## src/rtl/fir_ntap_seq.sv

```systemverilog
// Time-multiplexed N-tap unsigned FIR: one shared MAC per clock, y/y_valid land TAPS cycles after an accepted sample.
// Samples arriving while busy are dropped and set sticky overrun; define FIR_SAT_EN to saturate y instead of wrapping.
module fir_ntap_seq #(
    parameter int DATA_W = 7,
    parameter int COEF_W = 6,
    parameter int TAPS   = 3,
    parameter int OUT_W  = 14,
    parameter logic [TAPS*COEF_W-1:0] COEF_INIT = {6'd10, 6'd15, 6'd20},
    localparam int AW    = (TAPS > 2) ? $clog2(TAPS) : 1,
    localparam int ACC_W = DATA_W + COEF_W + $clog2(TAPS)
) (
    input  logic              clk,
    input  logic              rst,
    input  logic              sample_valid,
    input  logic [DATA_W-1:0] sample,
    input  logic              clear,
    input  logic              coef_we,
    input  logic [AW-1:0]     coef_addr,
    input  logic [COEF_W-1:0] coef_data,
    output logic              busy,
    output logic [OUT_W-1:0]  y,
    output logic              y_valid,
    output logic              overrun
);

    typedef enum logic {S_IDLE, S_MAC} state_t;

    state_t            r_state;
    logic [DATA_W-1:0] r_x    [TAPS];
    logic [COEF_W-1:0] r_coef [TAPS];
    logic [ACC_W-1:0]  r_acc;
    logic [AW-1:0]     r_idx;

    logic [ACC_W-1:0]  w_prod;
    logic [ACC_W-1:0]  w_sum;
    logic [OUT_W-1:0]  w_y_next;
    logic              w_last;
    logic              w_coef_ok;

    assign w_prod    = ACC_W'(r_coef[r_idx]) * ACC_W'(r_x[r_idx]);
    assign w_sum     = r_acc + w_prod;
    assign w_last    = (r_idx == AW'(TAPS - 1));
    assign w_coef_ok = (int'(coef_addr) < TAPS);

`ifdef FIR_SAT_EN
    localparam int EXT_W = (ACC_W > OUT_W) ? ACC_W : OUT_W;
    localparam logic [EXT_W-1:0] Y_MAX = EXT_W'({OUT_W{1'b1}});

    always_comb begin
        w_y_next = OUT_W'(w_sum);
        if (EXT_W'(w_sum) > Y_MAX) begin
            w_y_next = {OUT_W{1'b1}};
        end
    end
`else
    assign w_y_next = OUT_W'(w_sum);
`endif

    always_ff @(posedge clk or posedge rst) begin
        if (rst) begin
            r_state <= S_IDLE;
            r_acc   <= '0;
            r_idx   <= '0;
            busy    <= 1'b0;
            y       <= '0;
            y_valid <= 1'b0;
            overrun <= 1'b0;
            for (int i = 0; i < TAPS; i++) begin
                r_x[i]    <= '0;
                r_coef[i] <= COEF_INIT[i*COEF_W +: COEF_W];
            end
        end else begin
            y_valid <= 1'b0;
            if (clear) begin
                // Flush wins over everything else this cycle; y and coefficients survive.
                r_state <= S_IDLE;
                r_acc   <= '0;
                r_idx   <= '0;
                busy    <= 1'b0;
                overrun <= 1'b0;
                for (int i = 0; i < TAPS; i++) begin
                    r_x[i] <= '0;
                end
            end else begin
                case (r_state)
                    S_IDLE: begin
                        if (coef_we && w_coef_ok) begin
                            r_coef[coef_addr] <= coef_data;
                        end
                        if (sample_valid) begin
                            for (int k = TAPS - 1; k > 0; k--) begin
                                r_x[k] <= r_x[k-1];
                            end
                            r_x[0]  <= sample;
                            r_acc   <= '0;
                            r_idx   <= '0;
                            busy    <= 1'b1;
                            r_state <= S_MAC;
                        end
                    end
                    S_MAC: begin
                        if (sample_valid) begin
                            overrun <= 1'b1;
                        end
                        r_acc <= w_sum;
                        if (w_last) begin
                            y       <= w_y_next;
                            y_valid <= 1'b1;
                            busy    <= 1'b0;
                            r_idx   <= '0;
                            r_state <= S_IDLE;
                        end else begin
                            r_idx <= r_idx + 1'b1;
                        end
                    end
                    default: r_state <= S_IDLE;
                endcase
            end
        end
    end

endmodule
```

## config.mk

```make
export PLATFORM = sky130hd
export DESIGN_NAME = fir_ntap_seq
export DESIGN_NICKNAME = d
export VERILOG_FILES = /design/src/rtl/fir_ntap_seq.sv
export SDC_FILE = /design/constraint.sdc
export NUM_CORES = 1
export LEC_CHECK = 0
export CORE_ASPECT_RATIO = 0.6
export CORE_MARGIN = 4
export CORE_UTILIZATION = 35
export CTS_CLUSTER_SIZE = 24
export DETAILED_ROUTE_END_ITERATION = 10
export DONT_BUFFER_PORTS = 1
export PLACE_DENSITY = 0.47
export SYNTH_ARGS = -nofsm -noshare
export SYNTH_HDL_FRONTEND = slang
export SYNTH_SLANG_ARGS = --single-unit
```

## constraint.sdc

```tcl
create_clock -name clk -period 6.05 [get_ports clk]
set_input_delay 1.21 -clock clk [delete_from_list [all_inputs] [get_ports clk]]
set_output_delay 1.21 -clock clk [all_outputs]
set_load 0.005 [all_outputs]
```

==> results of run 1 <==
cell type report:
cell class | count | area [um2]
fillers | 1298 | 7795
multi-input cells | 314 | 2651
clock inverters | 6 | 67.56
flip-flops and latches | 73 | 1837
clock buffers | 10 | 229.0
repair buffers | 8 | 60.06
well taps | 170 | 212.7
inverters | 53 | 200.2
worst register-to-register path, stage by stage (launching register included):
cell and delay (ns):
dfrtp_1 0.60, buf_4 0.33, mux2i_1 0.23, o22a_1 0.30, nor2_1 0.11, fa_1 0.52, fa_1 0.52, fa_1 0.54
inv_1 0.05, fa_1 0.49, inv_1 0.04, ha_1 0.36, nand2_1 0.18, o21a_1 0.19, a21boi_2 0.07, o21a_1 0.18
or3_1 0.35, a32o_1 0.27
registers in the layout (all words and copies together) (netlist names):
signal and flops:
y_valid 1, r_acc 14, r_idx 2, r_x 21, r_coef 18, y 14, busy 1, r_state 1
overrun 1
cell usage in the layout (no fill, tap or decap), drive strengths merged, types with 4 or more instances in the layout:
cell,netlist,final
a21o,5,5
xor2,5,5
o21ai,24,24
clkbuf,9,10
o22a,7,7
nor2,48,48
dfrtp,65,65
mux2,23,23
nor3,4,4
a21oi,17,17
and2,4,4
ha,29,29
inv,53,53
or2,12,12
nor2b,6,6
dfstp,8,8
mux2i,14,14
buf,6,8
fa,31,31
a22o,26,26
nand2,32,32
logic make-up after synthesis:
logic type | Yosys count | share of synthesized area
DFF | 73 | 0.3869
and+or+nand+nor | 114 | 0.1073
adders and majority gates | 60 | 0.2072
AOI/OAI and AO/OA | 95 | 0.1442
xor gates and xnor gates | 8 | 0.01476
muxes | 37 | 0.08408
buffers and inverters | 68 | 0.05561
report_power, final:
part           internal (W)  leakage, nW  switching (W)
logic              0.000149         1.41       0.000225
clock network      0.000321        0.139       0.000218
registers          0.000553        0.963      0.0000371
synth_stat cells, drive strengths merged:
library cell,instances
a31o,1
o21ai,24
a21boi,1
xor2,5
fa,31
clkbuf,9
a221oi,1
nand3,1
inv,53
nor2,48
and2,4
or3,2
a21o,5
o31ai,1
nand2,32
or2,12
a21oi,17
a211o,1
nand2b,3
buf,6
a211oi,3
o211ai,1
nand4,2
mux2i,14
nor2b,6
a32o,1
ha,29
a22o,26
a41oi,1
dfrtp,65
o21a,3
o21bai,2
dfstp,8
mux2,23
nor3,4
o22a,7
xnor2,3
metrics by stage:
stage	instance area, um2	utilization	setup slack [ns]
after global placement	4961	0.3801	0.6727
after CTS	5258	0.4028	0.5922
final	5258	0.4028	0.6152
after detailed placement	4961	0.3801	0.5965
after floorplan	4747	-	1.081
after global routing	5258	0.4028	0.2556
worst max path at each step:
stage	start	depth (start not counted)	endpoint	slack [ns]
floorplan	r_idx[0]$_DFFE_PP0P_	18	r_acc[11]$_DFFE_PP0P_	1.08
global placement	r_idx[0]$_DFFE_PP0P_	17	y[12]$_DFFE_PP0P_	0.67
detailed placement	r_idx[0]$_DFFE_PP0P_	17	r_acc[11]$_DFFE_PP0P_	0.60
CTS	r_idx[0]$_DFFE_PP0P_	17	r_acc[11]$_DFFE_PP0P_	0.59
global route	r_idx[0]$_DFFE_PP0P_	17	r_acc[12]$_DFFE_PP0P_	0.26
finish	r_idx[0]$_DFFE_PP0P_	17	r_acc[11]$_DFFE_PP0P_	0.62
layer usage:
metal / global-route usage / wire (um) / vias to the layer above
met5: 0 / 0 / -
met1: 0.2335 / 5632 / 1599
met4: 0.03735 / 114 / 0
met3: 0.03499 / 503 / 10
li1: - / - / 1540
met2: 0.1841 / 4031 / 64
==> reports/results.tsv, run 1 <==
metric	value	unit
outcome	finished, final reports clean	
hold-worst-slack	0.4970	ns
critPathRequiredTime	6.27	ns
port_buffers	0	
fin_skew	0.007887	ns
placedCellCount	618	
stdcell_count	634	
drv_slew	0	
track_usage	0.1431	
dp_hpwl	7675	um
max-slew-margin-rel	0.2213	
setup_viol	0	
r2r-end	r_acc[11]$_DFFE_PP0P_	
cp_top_family	adder cells	
drc	0	
crit_arrival	5.66	ns
min_path_cells	1	
min_to	r_acc[11]$_DFFE_PP0P_	
design.core.area	0.01305	mm2
grt_pass1_vias	3236	
ctsResizeCount	0	
clock-root-buffer	clkbuf_16	
p_per_area	285.9	mW/mm2
cts_sinks	73	
layout-drive-gt1-share	0.1638	
gr-total-overflow	0	
yosys_warnings	0	
ys_types	44	
clk_latency	0.33	ns
wirelength	10280	um
via_count	3213	
worst_ir_drop_vdd	0.1384	mV
p_leak	2.512	nW
critPathKind	reg -> reg	
clk_path_buf_depth	2	
drt-pass1-iter-count	4	
yosysSeqAreaShare	0.3869	
yosysTopAreaCell	dfrtp_1	
worstReg2RegStart	r_idx[0]$_DFFE_PP0P_	
max_freq	184.0	MHz
holdCritStartpoint	r_acc[11]$_DFFE_PP0P_	
synthCells	455	
cts.clk_slew.worst_paths	0.06	ns
p_total	0.001503	W
synth_fp_nets	535	
crit_buf_inv	3	
avgSynthCellArea	10.43	um2
post-cts-setup-buffers	0	
final_antenna_net_count	0	
avgRoutedWirePerCell	16.22	um
period_minus_slack	5.435	ns
chipWidth	158.4	um
rsz0062_at_grt	false	
initialDrtViolationCount	149	
ios	37	
vias_per_cell	5.068	
worst_r2r_path_depth	17	
row_count	32	
grt_max_degree	74	
grt_pass1_wl	17330	um
crit_fanout	16	
antenna_cells	0	
hold_class	reg -> reg	
ys_ff_latch	73	
critPathMaxStageDelay	0.60	ns
initial_core_util	0.3637	
place.gp.congestion	0.7898	
synth_top_area_share	0.3426	
worstMarginPinSlew	1.167	ns
cp_slowest_cell	dfrtp_1	
critPathMostFrequentCell	fa_1	
crit_chain	buf_4 -> mux2i_1 -> o22a_1 -> nor2_1 -> fa_1 -> fa_1 -> fa_1 -> inv_1 -> fa_1 -> inv_1 -> ha_1 -> nand2_1 -> o21a_1 -> a21boi_2 -> o21a_1 -> or3_1 -> a32o_1	
die_h	98.21	um
synthesis.area	0.004747	mm2
cts_tree	done	
antenna_found_initial	0	
die_area	0.01555	mm2
synth.top_cells.by_area	dfrtp_1 34%, fa_1 13%, ha_1 7.6%, mux2_2 5.5%, a22o_1 4.8%	
fin_crit_sh	0.8983	
end_kind	flip-flop	
hold_violations	0	
final_nets	539	
htree_levels	3	
drv_cap	0	
cp-start-kind	flip-flop	
tns	0	ns
rrSetupSlack	0.62	ns
cts_hold_buf	0	
cts_made_buffers	9	
area_growth	10.75	%
(Power assumes the default switching activity.)
==> run 2, diff against run 1 <==
ABC_AREA = 1   (was unset)
GPL_ROUTABILITY_DRIVEN = 0   (was unset)
==> reports/results.tsv, run 2 <==
metric	value	unit
area_growth	8.646	%
setup_viol	0	
ios	37	
gr-total-overflow	0	
dp_hpwl	9366	um
ys_ff_latch	73	
worstMarginPinSlew	1.040	ns
antenna_cells	0	
p_per_area	288.4	mW/mm2
grt_max_degree	45	
yosysSeqAreaShare	0.3626	
cp-start-kind	flip-flop	
holdCritStartpoint	r_acc[12]$_DFFE_PP0P_	
final_nets	707	
chipWidth	163.3	um
avgRoutedWirePerCell	14.58	um
drc	0	
yosysTopAreaCell	dfrtp_1	
max-slew-margin-rel	0.3065	
antenna_found_initial	0	
period_minus_slack	5.103	ns
port_buffers	0	
synth_edf_count	0	
crit_chain	nor2_1 -> buf_4 -> inv_1 -> o221ai_2 -> nand2_1 -> fa_1 -> fa_1 -> inv_1 -> fa_1 -> fa_1 -> ha_1 -> nand2_1 -> inv_1 -> nand2_1 -> nand2_1 -> nand2_1 -> nand4_1 -> nand3_1 -> nand2_1	
vias_per_cell	4.703	
critPathMostFrequentCell	nand2_1	
crit_buf_inv	4	
crit_arrival	5.32	ns
critPathKind	reg -> reg	
synth.most_common_cell	nand2_1	
cts.clk_slew.worst_paths	0.06	ns
synth.top_cells.by_area	dfrtp_1 32%, nand2_1 14%, fa_1 12%, inv_1 11%, ha_1 7.2%	
final_antenna_net_count	0	
synth-main-ff-cell	dfrtp_1	
synthesis.area	0.005065	mm2
die_area	0.01652	mm2
cts_sinks	73	
clk_path_buf_depth	2	
row_count	33	
largest_register_ffs	21	
drv_cap	0	
synth_fp_nets	706	
drv_slew	0	
hold_class	reg -> reg	
cp_slowest_cell	fa_1	
track_usage	0.1595	
crit_fanout	9	
ctsResizeCount	0	
async_flop_share	1.000	
post-cts-setup-buffers	0	
r2r-end	r_acc[11]$_DFFE_PP0P_	
fillers	1486	
die_h	101.2	um
final_common_cell	nand2_1	
rrSetupSlack	0.95	ns
worst_ir_drop_vdd	0.1244	mV
synth_top_area_share	0.3211	
p_total	0.001587	W
cts_made_buffers	9	
reg.largest.list	r_x (21), r_coef (18)	
drt-pass1-iter-count	5	
layout_common_cells	186 x nand2_1, 142 x inv_1, 65 x dfrtp_1, 46 x nand3_1, 32 x o21ai_0	
hold_violations	0	
synth_common_cells	186 x nand2_1, 143 x inv_1, 65 x dfrtp_1, 46 x nand3_1, 32 x o21ai_0	
avgSynthCellArea	8.091	um2
outcome	finished, final reports clean	
fin_skew	0.008506	ns
critPathMaxStageDelay	0.55	ns
max_freq	196.0	MHz
design.core.area	0.01391	mm2
via_count	3875	
initialDrtViolationCount	274	
synthCells	626	
cts_tree	done	
yosys_warnings	0	
p_leak	3.094	nW
grt_pass1_wl	20930	um
rsz0062_at_grt	false	
ys_types	27	
grt_pass1_vias	3978	
cts_hold_buf	0	
tns	0	ns
htree_levels	3	
critPathRequiredTime	6.27	ns
fin_crit_sh	0.8435	
initial_core_util	0.3640	
min_path_cells	2	
worstReg2RegStart	r_idx[0]$_DFFE_PP0P_	
worst_r2r_path_depth	19	
end_kind	flip-flop	
largest_register	r_x	
clk_latency	0.33	ns
layout-drive-gt1-share	0.08228	
wirelength	12020	um
clock-root-buffer	clkbuf_16	
cp_top_family	adder cells	
min_to	r_acc[12]$_DFFE_PP0P_	
hold-worst-slack	0.4874	ns
## run 2: changes by cell type after synthesis, sizes merged, moves of 10 or more
cell,previous run,this run
mux2,23,0
mux2i,14,0
o22ai,0,18
nand3,1,47
nor2,48,14
a21oi,17,5
a22o,26,0
nand2,32,188
o21ai,24,39
or2,12,2
inv,53,149
## run 2: area by class of cell
cell class / instances / area, um2 / area share
clock buffers: 10 / 229.0 / 0.04161
clock inverters: 6 / 42.54 / 0.007731
inverters: 149 / 559.3 / 0.1016
multi-input cells: 391 / 2572 / 0.4675
flip-flops and latches: 73 / 1837 / 0.3338
well taps: 192 / 240.2 / 0.04366
repair buffers: 3 / 22.52 / 0.004093
## run 2: metrics by stage
stage	instances	worst slack, ns	instance area, um2	utilization
after floorplan	626	1.735	5065	-
after global placement	808	1.007	5231	0.3760
after detailed placement	808	0.9966	5231	0.3760
after CTS	824	0.9899	5503	0.3955
after global routing	824	0.5778	5503	0.3955
final	824	0.9467	5503	0.3955
## run 2: layer usage
| layer | wire [um] | vias to the layer above | GRT usage |
|---|---|---|---|
| li1 | - | 1917 | - |
| met1 | 6438 | 1856 | 0.2490 |
| met2 | 4712 | 94 | 0.2248 |
| met3 | 792 | 8 | 0.04148 |
| met4 | 74 | 0 | 0.02577 |
| met5 | 0 | - | 0 |
## run 2: kinds of logic after synthesis
kind of cell    synth area share
fa+ha+maj                 0.1942
xor+xnor                0.008648
simple gates              0.2164
compound gates           0.08869
flops                     0.3626
buf+inv                   0.1294
## run 2: tightest hold or removal path: stages, from the launching register on
cell and delay (ns):
dfrtp_1 0.35, nand2_1 0.05, nand2_1 0.06
## run 2: how the worst max path moves through the flow
stage,cells after the start,start,end,slack (ns)
CTS,18,r_idx[0]$_DFFE_PP0P_,y[7]$_DFFE_PP0P_,0.99
global placement,18,r_idx[0]$_DFFE_PP0P_,y[7]$_DFFE_PP0P_,1.01
global route,20,r_idx[0]$_DFFE_PP0P_,r_acc[11]$_DFFE_PP0P_,0.58
floorplan,18,r_idx[0]$_DFFE_PP0P_,r_acc[6]$_DFFE_PP0P_,1.74
detailed placement,18,r_idx[0]$_DFFE_PP0P_,y[7]$_DFFE_PP0P_,1.0
finish,19,r_idx[0]$_DFFE_PP0P_,r_acc[11]$_DFFE_PP0P_,0.95
## run 2: power by group
group / switching, W / total, W / internal, W / leakage (nW)
logic: 0.000317 / 0.000485 / 0.000167 / 2.01
registers: 0.0000448 / 0.000605 / 0.000561 / 0.952
clock network: 0.000219 / 0.000497 / 0.000279 / 0.129
